File: config.mk
export PLATFORM = sky130hd
export DESIGN_NAME = tap_seq_gen
export DESIGN_NICKNAME = d
export VERILOG_FILES = /design/src/rtl/tap_seq_gen.sv
export SDC_FILE = /design/constraint.sdc
export NUM_CORES = 1
export LEC_CHECK = 0
export ABC_AREA = 1
export BUFFER_PORTS_ARGS = -buffer_cell sky130_fd_sc_hd__buf_2
export CAP_MARGIN = 20
export CORE_AREA = 10 10 70 72
export DETAILED_ROUTE_END_ITERATION = 12
export DIE_AREA = 0 0 80 82
export PLACE_DENSITY = 0.63
export SYNTH_ARGS = -nofsm -noshare
export SYNTH_HDL_FRONTEND = slang
export SYNTH_SLANG_ARGS = --single-unit
File: constraint.sdc
create_clock -name clk -period 2.3 [get_ports clk]
set_input_delay 0.23 -clock clk [delete_from_list [all_inputs] [get_ports clk]]
set_output_delay 0.23 -clock clk [all_outputs]
set_load 0.005 [all_outputs]
File: src/rtl/tap_seq_gen.sv
// rtl/tap_seq_gen.sv - programmable one-hot tap sequence generator with hold/gap timing
module tap_seq_gen #(
    parameter int HOLD = 4,
    parameter int GAP  = 2
) (
    input  logic       clk,
    input  logic       rst,
    input  logic       start,
    input  logic [7:0] steps,
    input  logic [2:0] len,
    output logic [3:0] sw,
    output logic       busy,
    output logic [1:0] step_idx,
    output logic       done
);

    typedef enum logic [1:0] {
        S_IDLE,
        S_TAP,
        S_GAP,
        S_DONE
    } state_t;

    localparam int MAXV = (HOLD > GAP) ? HOLD : GAP;
    localparam int CW   = (MAXV > 1) ? $clog2(MAXV + 1) : 1;
    localparam logic [CW-1:0] HOLD_LD = CW'(HOLD - 1);
    localparam logic [CW-1:0] GAP_LD  = CW'((GAP > 0) ? (GAP - 1) : 0);

    state_t        state, state_n;
    logic [CW-1:0] cnt, cnt_n;
    logic [7:0]    steps_q, steps_n;
    logic [2:0]    len_q, len_n;
    logic [3:0]    sw_n;
    logic          busy_n;
    logic [1:0]    idx_n;
    logic          done_n;

    logic [1:0]    nxt_idx;
    logic [7:0]    nxt_shift;
    logic          more;

    function automatic logic [3:0] onehot(input logic [1:0] i);
        return 4'b0001 << i;
    endfunction

    assign nxt_idx   = step_idx + 2'd1;
    assign nxt_shift = steps_q >> {nxt_idx, 1'b0};
    assign more      = ({1'b0, step_idx} + 3'd1) < len_q;

    always_comb begin
        state_n = state;
        cnt_n   = cnt;
        steps_n = steps_q;
        len_n   = len_q;
        sw_n    = sw;
        busy_n  = busy;
        idx_n   = step_idx;
        done_n  = 1'b0;
        case (state)
            S_IDLE: begin
                sw_n   = 4'b0000;
                busy_n = 1'b0;
                idx_n  = 2'd0;
                if (start) begin
                    steps_n = steps;
                    len_n   = (len > 3'd4) ? 3'd4 : len;
                    if (len != 3'd0) begin
                        state_n = S_TAP;
                        cnt_n   = HOLD_LD;
                        sw_n    = onehot(steps[1:0]);
                        busy_n  = 1'b1;
                    end else begin
                        state_n = S_DONE;
                        done_n  = 1'b1;
                    end
                end
            end
            S_TAP: begin
                if (cnt != '0) begin
                    cnt_n = cnt - CW'(1);
                end else if (GAP > 0) begin
                    state_n = S_GAP;
                    cnt_n   = GAP_LD;
                    sw_n    = 4'b0000;
                end else if (more) begin
                    // Zero-gap mode: chain straight into the next tap
                    cnt_n = HOLD_LD;
                    idx_n = nxt_idx;
                    sw_n  = onehot(nxt_shift[1:0]);
                end else begin
                    state_n = S_DONE;
                    sw_n    = 4'b0000;
                    busy_n  = 1'b0;
                    idx_n   = 2'd0;
                    done_n  = 1'b1;
                end
            end
            S_GAP: begin
                if (cnt != '0) begin
                    cnt_n = cnt - CW'(1);
                end else if (more) begin
                    state_n = S_TAP;
                    cnt_n   = HOLD_LD;
                    idx_n   = nxt_idx;
                    sw_n    = onehot(nxt_shift[1:0]);
                end else begin
                    state_n = S_DONE;
                    sw_n    = 4'b0000;
                    busy_n  = 1'b0;
                    idx_n   = 2'd0;
                    done_n  = 1'b1;
                end
            end
            S_DONE: begin
                state_n = S_IDLE;
                sw_n    = 4'b0000;
                busy_n  = 1'b0;
                idx_n   = 2'd0;
            end
            default: begin
                state_n = S_IDLE;
                sw_n    = 4'b0000;
                busy_n  = 1'b0;
                idx_n   = 2'd0;
            end
        endcase
    end

    always_ff @(posedge clk or negedge rst) begin
        if (!rst) begin
            state    <= S_IDLE;
            cnt      <= '0;
            steps_q  <= 8'd0;
            len_q    <= 3'd0;
            sw       <= 4'b0000;
            busy     <= 1'b0;
            step_idx <= 2'd0;
            done     <= 1'b0;
        end else begin
            state    <= state_n;
            cnt      <= cnt_n;
            steps_q  <= steps_n;
            len_q    <= len_n;
            sw       <= sw_n;
            busy     <= busy_n;
            step_idx <= idx_n;
            done     <= done_n;
        end
    end

endmodule

* Word-level counts from Yosys, hierarchy flattened
Cells that the tools add are included.
Cells by class: bitwise logic cells 1, multipliers 0, equal/unequal tests 9, shift operators 3, div/mod/pow operators 0, reduce and logical (&&, ||, !) cells 11, $lt $le $gt $ge 2, add/subtract/negate cells 3, mux-type cells 32
Operator list (count):
- two-way mux 4 bit | 5
- two-way mux 3 bit | 6
- one-hot mux 4 bit (4 select lines) | 1
- two-way mux 2 bit | 7
- != test 2 bit (second input constant) | 5
- one-hot mux 3 bit (3 select lines) | 1
- nonzero test 3 bit | 3
- two-way mux 1 bit | 8
- one-hot mux 2 bit (4 select lines) | 1
- << shifter 1 x 2 -> 4 bit (first input constant) | 2
- >> shifter 8 x 3 -> 2 bit | 1
- AND reduction 2 bit | 3
- AND reduction 3 bit | 2
- equality test 2 bit (second input constant) | 2
- one-hot mux 2 bit (2 select lines) | 1
- AND reduction 4 bit | 1
- adder 2 x 1 -> 3 bit (second input constant) | 1
- greater-than comparator 3 bit (second input constant) | 1
- less-than comparator 3 bit | 1
- != test 3 bit (second input constant) | 1
- one-hot mux 1 bit (3 select lines) | 1
- subtractor 3 x 1 -> 3 bit (second input constant) | 1
- adder 2 x 1 -> 2 bit (second input constant) | 1
- equality test 2 x 1 -> 1 bit (second input constant) | 1
- 4 further kinds | 4
Word-level totals: output and inout bits 8, word-level logic and storage cells 69, memories 0, bits in writable memories 0, flip-flop bits (word level) 24, ROM bits 0, bits in latches 0

* Logic depth before layout (Yosys ltp)
word-level depth 6, mapped depth 10

* Worst setup path before layout
Ideal clock, no wire load.
path type reg-to-reg, start register step_idx[0], end register cnt[1], data required time 2172 ps, arrival time 1561 ps, slack 611 ps, cell stages (with the launch flop) 8, path through dfrtp_1 -> ha_1 -> ha_1 -> nand3_1 -> nand2_1 -> nand3_1 -> nand2_1 -> o21ai_0
Between the ends: cells in the longest elaborated chain, start to end 4
RTL lines:
- start: declaration | RTL line 13 | output logic [1:0] step_idx,
- start signal: assignment | RTL line 146 | step_idx <= idx_n;
- adder 2 x 1 -> 3 bit | RTL line 48 | assign more = ({1'b0, step_idx} + 3'd1) < len_q;
- less-than comparator 3 bit | RTL line 48
- != test 3 bit (no line)
- AND reduction 4 bit (no line)
- end signal: assignment | RTL line 141 | cnt <= cnt_n;
- end: declaration | RTL line 30 | logic [CW-1:0] cnt, cnt_n;
No other way between the ends. A chain may end at the register's enable or synchronous reset.

* Final worst setup path
Ends and elaborated chain as after synthesis.

==> run metrics <==
WP data arrival=2100 ps; Slew @ Worst Pin=516 ps; Clock Skew=5.61 ps; via/cell ratio=4.70; core area=3580 µm²; DRT Wirelength=2890 µm; CP Capture Type=register; Clk pin slew, worst setup/hold paths=130 ps; worst setup path class=reg -> reg; most used cell, CP=nand2_1; worst hold path type=in -> reg; sequential area share after synthesis=43.5%; post-CTS setup buffers=0; initial antenna violation count=0; Max Transition Viols Final=0; asr flop ratio synth=100%; first-pass GRT wire length=5020 µm; CTS Root Cell=clkbuf_4; DR WL met3=150 µm; Synth area leader=dfrtp_1; H-tree levels=1; synthesis-to-finish area growth=13.4%; vias in the first global route=1161; Max Fclk=526 MHz; MaxCap Viol Count=0; Leakage=0.879 nW; endpoints failing setup=0; RSZ-0062 raised after global routing=false; Synth area leaders=dfrtp_1 (44%), nand2_1 (17%), ha_1 (8.2%), inv_1 (6.0%), a21oi_1 (4.0%); # diodes=0; TritonCTS clock tree=built; Syn Nets=202; Worst Hold Launch=steps[5]; Syn Area/Cell=7.71 µm²; ys flop type=dfrtp_1; Cell variety after synth=23; Post-Synthesis Cells=179; outcome=completed; Worst Path Required=2500 ps; row count=22; period utilization=82.7%; Worst Path Max Fanout=8; Peak VDD IR=207 µV; CP Cell Sequence=ha_1 > ha_1 > a21oi_1 > nand2_1 > nand3_1 > nand2_1 > nand2_1 > o21ai_0; post-cts sizing count=0; worst reg2reg path depth=8; fin worst setup slack=397 ps; Post-DP HPWL=2300 µm; CTS Hold Bufs=1; nets@finish=226; input/output buffers=21; uppermost routed layer=met4; Routed met1 length=1360 µm; Synth Cell Area=1380 µm²; Avg WL per Cell=11.6 µm; GPL Wtd Cong=0.828; DRT Pass-1 Iters=4; Layout Utilization=43.7%; biggest cell delay along the critical path=480 ps; minimum clock period=1900 ps; synth warn=0; total grt overflow=0; Final TNS setup=0 ps; Die ar.=6560 µm²; via count=1174; # IOs=22; Hold Violations, Final=0; WL met2=1280 µm; Num CTS Buffers=3; layout cells sized above 1=15.8%; Synth top area share=43.5%; Starting Density=38.6%; area occupied by multi-input gates=659 µm²; R2R Path End=cnt[1]$_DFFE_PN0P_; worst skew pair latency=310 ps; gr usage total=9.55%; initial drt markers=48; commonest cells in the netlist=nand2_1 (63), dfrtp_1 (24), inv_1 (22), a21oi_1 (11), nand3_1 (11); Post-DRT Antenna Nets=0; FILL cells=382; synthesis-stage register bit count=24; hold endpoint=steps_q[5]$_DFFE_PN0P_; Cell Pwr Density=427 nW/µm²; Register Area=601 µm²; max_slew headroom=65.6%; R2R setup slack=400 ps; clk sink count=24; Critical R2R Launch=step_idx[0]$_DFFE_PN0P_; die width=80 µm; CP Launch Type=register; clock buffer depth=2; Crit-path slowest cell=dfrtp_1; Die Y=82 µm; pre-CTS setup slack=422 ps; count leader, synth=nand2_1; Post-route DRC=0; number of synthesized flops with an enable pin=0; largest net degree at the start of global routing=25; hold depth=3
[where the power goes]
part           internal [W]   total, W  switching [W]
logic             0.0000107  0.0000281      0.0000174
clock network     0.0000968   0.000218       0.000121
registers          0.000422   0.000422              0
total              0.000529   0.000668       0.000138
[logic make-up after synthesis]
kind of cell | after synthesis | share of synthesized area (%)
DFF | 24 | 43.5
and+or+nand+nor | 94 | 30.0
AOI/OAI and AO/OA | 25 | 9.61
adders and majority gates | 9 | 8.16
buffers and inverters | 27 | 8.70
[layer usage]
metal,up-vias,global-route usage [%]
met4,0,6.34
met5,-,0
met3,9,1.75
met2,34,14.3
li1,619,-
met1,512,12.3
[state kept, by name, indices dropped and copies added, names as in the netlist]
register / count
cnt: 3
len_q: 3
state: 2
steps_q: 8
done: 1
busy: 1
step_idx: 2
sw: 4
[cell usage in the layout (no fill, tap or decap), drive strengths merged]
| master | n |
|---|---|
| nand2 | 66 |
| dfrtp | 24 |
| inv | 23 |
| buf | 22 |
| a21oi | 12 |
| nand3 | 11 |
| o21ai | 11 |
| nor2 | 10 |
| ha | 9 |
| nand4 | 4 |
| clkbuf | 4 |
| nand3b | 1 |
| o22ai | 1 |
| or2 | 1 |
| nor3 | 1 |
| o31ai | 1 |
| dlygate4sd3 | 1 |
[final cells by class]
cell class	instances	share of cell area, %
Clock buffer	4	2.32
Inverter	23	5.52
Multi-Input combinational cell	128	42.1
Sequential cell	24	38.4
Tap cell	48	3.84
Timing Repair Buffer	23	7.83
[how the worst max path moves through the flow]
stage                       startpoint                 end
2_1_floorplan  step_idx[0]$_DFFE_PN0P_  cnt[1]$_DFFE_PN0P_
3_3_place_gp   step_idx[0]$_DFFE_PN0P_   sw[2]$_DFFE_PN0P_
3_5_place_dp   step_idx[0]$_DFFE_PN0P_  cnt[0]$_DFFE_PN0P_
4_1_cts        step_idx[0]$_DFFE_PN0P_  cnt[0]$_DFFE_PN0P_
5_1_grt        step_idx[0]$_DFFE_PN0P_   sw[3]$_DFFE_PN0P_
6_report       step_idx[0]$_DFFE_PN0P_  cnt[1]$_DFFE_PN0P_
[critical path, delay by kind of cell, from the launching register on]
kind / cells / cell delay (ps)
flops: 1 / 480
simple gates: 4 / 450
fa+ha+maj: 2 / 610
compound gates: 2 / 260
[metrics by stage]
stage / cell area, µm² / hold slack, ps / total power, W / cells
5_1_grt: 1570 / 82.6 / 0.000700 / 250
6_report: 1570 / 96.9 / 0.000668 / 250
4_1_cts: 1570 / 87.5 / 0.000679 / 250
3_3_place_gp: 1520 / 234 / 0.000457 / 245
3_5_place_dp: 1520 / 243 / 0.000458 / 245
2_1_floorplan: 1380 / -65.6 / 0.000436 / 179
No activity file was read; power rests on OpenSTA's default activity.
